==> src/rtl/piso_serializer_pkg.sv <==
// Shared types and helpers for the parallel-in, serial-out transmitter.
package piso_pkg;

    typedef enum logic {
        IDLE  = 1'b0,
        SHIFT = 1'b1
    } piso_state_t;

    // Bit-counter width for a WIDTH-bit frame (counter spans 0..WIDTH-1).
    function automatic int unsigned cnt_w(input int unsigned width);
        return (width < 2) ? 1 : $clog2(width);
    endfunction

endpackage

==> src/rtl/piso_serializer_if.sv <==
// Word-in / bit-out bundle between an upstream producer, the serializer and the serial link.
interface piso_serializer_if #(
    parameter int unsigned WIDTH = 8
);
    logic [WIDTH-1:0] par_data;
    logic             par_valid;
    logic             par_ready;
    logic             bit_en;
    logic             ser_out;
    logic             ser_valid;
    logic             ser_first;
    logic             ser_last;
    logic             busy;

    modport master (
        output par_data, par_valid, bit_en,
        input  par_ready, ser_out, ser_valid, ser_first, ser_last, busy
    );

    modport slave (
        input  par_data, par_valid, bit_en,
        output par_ready, ser_out, ser_valid, ser_first, ser_last, busy
    );
endinterface

==> src/rtl/piso_serializer.sv <==
// Parallel-in, serial-out transmitter: accepts a word on valid/ready and shifts it out
// one bit per bit_en strobe, with zero-gap back-to-back frames.
module piso_serializer
    import piso_pkg::*;
#(
    parameter int unsigned WIDTH     = 8,
    parameter bit          MSB_FIRST = 1'b1
) (
    input  logic              clk,
    input  logic              arst,
    piso_serializer_if.slave  bus
);

    localparam int unsigned   CW       = cnt_w(WIDTH);
    localparam logic [CW-1:0] CNT_LAST = CW'(WIDTH - 1);

    if (WIDTH < 2) begin : g_width_check
        $error("piso_serializer: WIDTH must be >= 2");
    end

    piso_state_t      state_q, state_d;
    logic [WIDTH-1:0] shreg_q, shreg_d;
    logic [WIDTH-1:0] shreg_adv_c;
    logic [CW-1:0]    cnt_q, cnt_d;
    logic             shifting_c;
    logic             last_c;
    logic             accept_c;

    assign shifting_c = (state_q == SHIFT);
    assign last_c     = shifting_c && (cnt_q == CNT_LAST);

    // Ready re-opens in the cycle the final bit is consumed so frames can abut.
    assign bus.par_ready = (state_q == IDLE) || (last_c && bus.bit_en);
    assign accept_c      = bus.par_valid && bus.par_ready;

    assign shreg_adv_c = MSB_FIRST ? {shreg_q[WIDTH-2:0], 1'b0}
                                   : {1'b0, shreg_q[WIDTH-1:1]};

    always_comb begin
        state_d = state_q;
        shreg_d = shreg_q;
        cnt_d   = cnt_q;
        case (state_q)
            IDLE: begin
                if (accept_c) begin
                    shreg_d = bus.par_data;
                    cnt_d   = '0;
                    state_d = SHIFT;
                end
            end
            SHIFT: begin
                if (bus.bit_en) begin
                    if (cnt_q == CNT_LAST) begin
                        // Clearing the register keeps ser_out at 0 while idle.
                        shreg_d = accept_c ? bus.par_data : '0;
                        cnt_d   = '0;
                        state_d = accept_c ? SHIFT : IDLE;
                    end else begin
                        shreg_d = shreg_adv_c;
                        cnt_d   = cnt_q + CW'(1);
                    end
                end
            end
            default: state_d = IDLE;
        endcase
    end

    always_ff @(posedge clk or posedge arst) begin
        if (arst) begin
            state_q <= IDLE;
            shreg_q <= '0;
            cnt_q   <= '0;
        end else begin
            state_q <= state_d;
            shreg_q <= shreg_d;
            cnt_q   <= cnt_d;
        end
    end

    assign bus.ser_out   = MSB_FIRST ? shreg_q[WIDTH-1] : shreg_q[0];
    assign bus.ser_valid = shifting_c;
    assign bus.busy      = shifting_c;
    assign bus.ser_first = shifting_c && (cnt_q == '0);
    assign bus.ser_last  = last_c;

endmodule

==> src/flat_wrapper.sv <==
// flat-port wrapper written by rule: the top's interface ports become plain ports
module piso_serializer_flat import piso_pkg::*;
#(
    parameter int unsigned WIDTH     = 8,
    parameter bit          MSB_FIRST = 1'b1
)
  (clk, arst, bus_par_data, bus_par_valid, bus_bit_en, bus_par_ready, bus_ser_out, bus_ser_valid, bus_ser_first, bus_ser_last, bus_busy);
  piso_serializer_if #(.WIDTH(WIDTH)) bus_i ();
  input  logic clk;
  input  logic arst;
  input wire logic [$bits(bus_i.par_data)-1:0] bus_par_data;
  input wire logic [$bits(bus_i.par_valid)-1:0] bus_par_valid;
  input wire logic [$bits(bus_i.bit_en)-1:0] bus_bit_en;
  output wire logic [$bits(bus_i.par_ready)-1:0] bus_par_ready;
  output wire logic [$bits(bus_i.ser_out)-1:0] bus_ser_out;
  output wire logic [$bits(bus_i.ser_valid)-1:0] bus_ser_valid;
  output wire logic [$bits(bus_i.ser_first)-1:0] bus_ser_first;
  output wire logic [$bits(bus_i.ser_last)-1:0] bus_ser_last;
  output wire logic [$bits(bus_i.busy)-1:0] bus_busy;
  assign bus_i.par_data = bus_par_data;
  assign bus_i.par_valid = bus_par_valid;
  assign bus_i.bit_en = bus_bit_en;
  assign bus_par_ready = bus_i.par_ready;
  assign bus_ser_out = bus_i.ser_out;
  assign bus_ser_valid = bus_i.ser_valid;
  assign bus_ser_first = bus_i.ser_first;
  assign bus_ser_last = bus_i.ser_last;
  assign bus_busy = bus_i.busy;
  piso_serializer #(.WIDTH(WIDTH), .MSB_FIRST(MSB_FIRST)) u_core (.clk(clk), .arst(arst), .bus(bus_i));
endmodule
==> config.mk <==
export PLATFORM = sky130hd
export DESIGN_NAME = piso_serializer_flat
export DESIGN_NICKNAME = d
export VERILOG_FILES = /design/src/rtl/piso_serializer_pkg.sv /design/src/rtl/piso_serializer_if.sv /design/src/rtl/piso_serializer.sv /design/src/flat_wrapper.sv
export SDC_FILE = /design/constraint.sdc
export NUM_CORES = 1
export LEC_CHECK = 0
export ABC_AREA = 1
export CELL_PAD_IN_SITES_DETAIL_PLACEMENT = 1
export CELL_PAD_IN_SITES_GLOBAL_PLACEMENT = 1
export CORE_MARGIN = 4
export CORE_UTILIZATION = 38
export CTS_BUF_LIST = sky130_fd_sc_hd__clkbuf_2
export CTS_CLUSTER_DIAMETER = 80
export DETAILED_ROUTE_END_ITERATION = 10
export PLACE_DENSITY_LB_ADDON = 0.1
export REMOVE_ABC_BUFFERS = 1
export SLEW_MARGIN = 20
export SYNTH_ARGS = -nofsm -noshare
export SYNTH_HDL_FRONTEND = slang
export SYNTH_SLANG_ARGS = --single-unit
==> constraint.sdc <==
create_clock -name clk -period 3.2 [get_ports clk]
set_input_delay 0.48 -clock clk [delete_from_list [all_inputs] [get_ports clk]]
set_output_delay 0.48 -clock clk [all_outputs]
set_load 0.02 [all_outputs]
==> impl_metrics.env <==
export IMPL_status="complete, no violations"
export IMPL_die_height_um=50.87
export IMPL_route_detailed_drc=0
export IMPL_crit_required_ns=2.72
export IMPL_pwr_density_cell_nw_per_um2=637.7
export IMPL_final_setup_tns_ns=0
export IMPL_io_buffers=17
export IMPL_synth_area_um2=698.2
export IMPL_intPower_mw=0.3492
export IMPL_seq_power_share_pct=42.0
export IMPL_synthCells=89
export IMPL_area_growth_pct=28.14
export IMPL_clk_latency_ns=0.25
export IMPL_synth_common_cells="21 x nand2_1, 14 x nand3_1, 12 x dfrtp_1, 12 x inv_1, 9 x nor2_1"
export IMPL_cts_tree="yes"
export IMPL_grt_use_total_pct=13.52
export IMPL_regToRegStartpoint="u_core.cnt_q[0]"
export IMPL_worst_pin_slew_ns=0.5285
export IMPL_r2r_cells=7
export IMPL_clockBufferDepth=2
export IMPL_postSynthAreaPerCell_um2=7.845
export IMPL_synth_most_common_cell="nand2_1"
export IMPL_clock_sinks=12
export IMPL_crit_path_end="bus_par_ready"
export IMPL_drt_pass1_iterations=4
export IMPL_fmax_ghz=0.4297
export IMPL_synthDominantCellAreaShare_pct=43.01
export IMPL_num_nets_final=123
export IMPL_final_area_um2=894.6
export IMPL_drive_gt1_share_pct=14.95
export IMPL_synth_distinct_cells=14
export IMPL_hold_path_class="in -> async"
export IMPL_switchingPower_mw=0.2213
export IMPL_ir_drop_mv=0.2804
export IMPL_grt_max_degree=17
export IMPL_ioPinCount=18
export IMPL_fp_dieW_um=50.87
export IMPL_p_sw_share_pct=38.79
export IMPL_grt_pass1_wl_mm=2.601
export IMPL_yosysWarnings=0
export IMPL_drt_iter0_drc=4
export IMPL_cts_resized=0
export IMPL_place_area_um2=875.8
export IMPL_rsz0062_at_grt="false"
export IMPL_synth_seq_cells=12
export IMPL_vias=600
export IMPL_setup_viol=0
export IMPL_numCtsBuffers=3
export IMPL_combPwrFrac_pct=44.7
export IMPL_slew_headroom_pct=64.77
export IMPL_pwr_share_clk_pct=13.3
export IMPL_crit_fanout=6
export IMPL_gr_total_overflow=0
export IMPL_fin_util_pct=51.81
export IMPL_arrival_ns=1.85
export IMPL_synthArstFlopShare_pct=100.0
export IMPL_htreeDepth=1
export IMPL_clockRootBuffer="clkbuf_2"
export IMPL_p_leak_nw=0.4593
export IMPL_synth_seq_area_share_pct=43.01
export IMPL_globalplace_congestion=0.7198
export IMPL_floorplan_initialDensity_pct=40.43
export IMPL_routedWlPerCell_um=11.19
export IMPL_synth_edf_count=0
export IMPL_finalHoldViolations=0
export IMPL_fp_dieArea_um2=2587
export IMPL_report_final_slew_viol_count=0
export IMPL_critPathKind="in -> out"
export IMPL_ant_nets=0
export IMPL_critPathLaunchType="primary input"
export IMPL_antenna_cells=0
export IMPL_fin_crit_sh_pct=72.72
export IMPL_synth_top_flop_cell="dfrtp_1"
export IMPL_cts_reportedPaths_clkPinSlew_ns=0.12
export IMPL_cp_startpoint="bus_bit_en"
export IMPL_core_um2=1727
export IMPL_rrSetupSlack_ns=1.73
export IMPL_postRouteWirelength_mm=1.477
export IMPL_antenna_found_initial=0
export IMPL_num_rows=15
export IMPL_grt_pass1_vias=623
export IMPL_fin_worst_skew_ns=0.004780
export IMPL_fin_crit_ns=2.327
export IMPL_post_dp_hpwl_mm=1.168
export IMPL_ctsHoldBuffers=0
export IMPL_synth_top_cell_by_area="dfrtp_1"
export IMPL_drv_cap=0
export IMPL_cts_setup_buffers=0
export IMPL_cp_end_kind="output pin"
export IMPL_r2r_end="u_core.shreg_q[1]"
export IMPL_synthTopCellsByArea="dfrtp_1 43%, nand2_1 11%, nand3_1 10%"
export IMPL_post_drt_via_cell_ratio=4.545
==> power by group through the flow <==
stage               Sequential [mW]  Combinational (mW)  Clock, mW
finish                        0.240               0.255     0.0758
global placement              0.241               0.253          0
floorplan                     0.244               0.168          0
global route                  0.250               0.291     0.0888
detailed placement            0.244               0.260          0
CTS                           0.240               0.262     0.0805
==> flip-flops by register name (all words and copies together) (netlist names) <==
name / flops
u_core.shreg_q: 8
u_core.cnt_q: 3
u_core.bus.busy: 1
==> per-stage QoR <==
| step | hold slack [ns] | setup slack (ns) | power (mW) | std cells |
|---|---|---|---|---|
| after CTS | 0.5227 | 0.8578 | 0.5824 | 132 |
| after floorplan | 0.3447 | 1.553 | 0.4118 | 86 |
| after detailed placement | 0.5138 | 0.8609 | 0.5039 | 128 |
| after global routing | 0.5403 | 0.7467 | 0.6302 | 132 |
| final | 0.5173 | 0.8731 | 0.5705 | 132 |
| after global placement | 0.4995 | 0.8750 | 0.4944 | 128 |
==> final cells by class <==
cell class / instances / area (um^2)
inverters: 14 / 52.55
multi-input cells: 60 / 321.6
clock inverters: 1 / 3.754
well taps: 25 / 31.28
repair buffers: 17 / 170.2
fillers: 223 / 832.0
clock buffers: 3 / 15.01
flip-flops and latches: 12 / 300.3
==> cell usage in the layout (no fill, tap or decap) <==
| master | count |
|---|---|
| dfrtp_1 | 12 |
| inv_2 | 2 |
| clkdlybuf4s50_1 | 17 |
| nand2_1 | 21 |
| nand2_4 | 1 |
| clkinv_1 | 1 |
| clkbuf_2 | 3 |
| inv_1 | 12 |
| nand2_2 | 3 |
| o21ai_1 | 2 |
| a21oi_2 | 7 |
| nor2_1 | 9 |
| nand3_1 | 14 |
| ha_1 | 3 |
==> worst max-delay path, stage by stage <==
cell	delay, ns
clkdlybuf4s50_1	0.58
nand2_1	0.07
nand2_1	0.10
clkdlybuf4s50_1	0.62
==> how the worst min path moves through the flow <==
stage | depth (start not counted) | endpoint | slack (ns) | from
CTS | 2 | u_core.shreg_q[2] | 0.52 | arst
detailed placement | 2 | u_core.shreg_q[2] | 0.51 | u_core.shreg_q[2]
finish | 2 | u_core.shreg_q[2] | 0.52 | arst
global placement | 2 | u_core.shreg_q[7] | 0.50 | u_core.shreg_q[7]
floorplan | 1 | u_core.bus.busy | 0.34 | arst
global route | 2 | u_core.shreg_q[2] | 0.54 | arst
==> logic make-up after synthesis <==
logic type / synth area share, %
and+or+nand+nor: 30.47
buffers and inverters: 10.93
DFF: 43.01
AOI/OAI and AO/OA: 10.22
adders and majority gates: 5.377
==> metal layers <==
metal  part of all wire (%)  track usage, %
met1                     47           17.65
met2                     49           21.96
met3                    4.1           3.499
met4                      0           4.036
met5                      0               0
(Power assumes the default switching activity.)
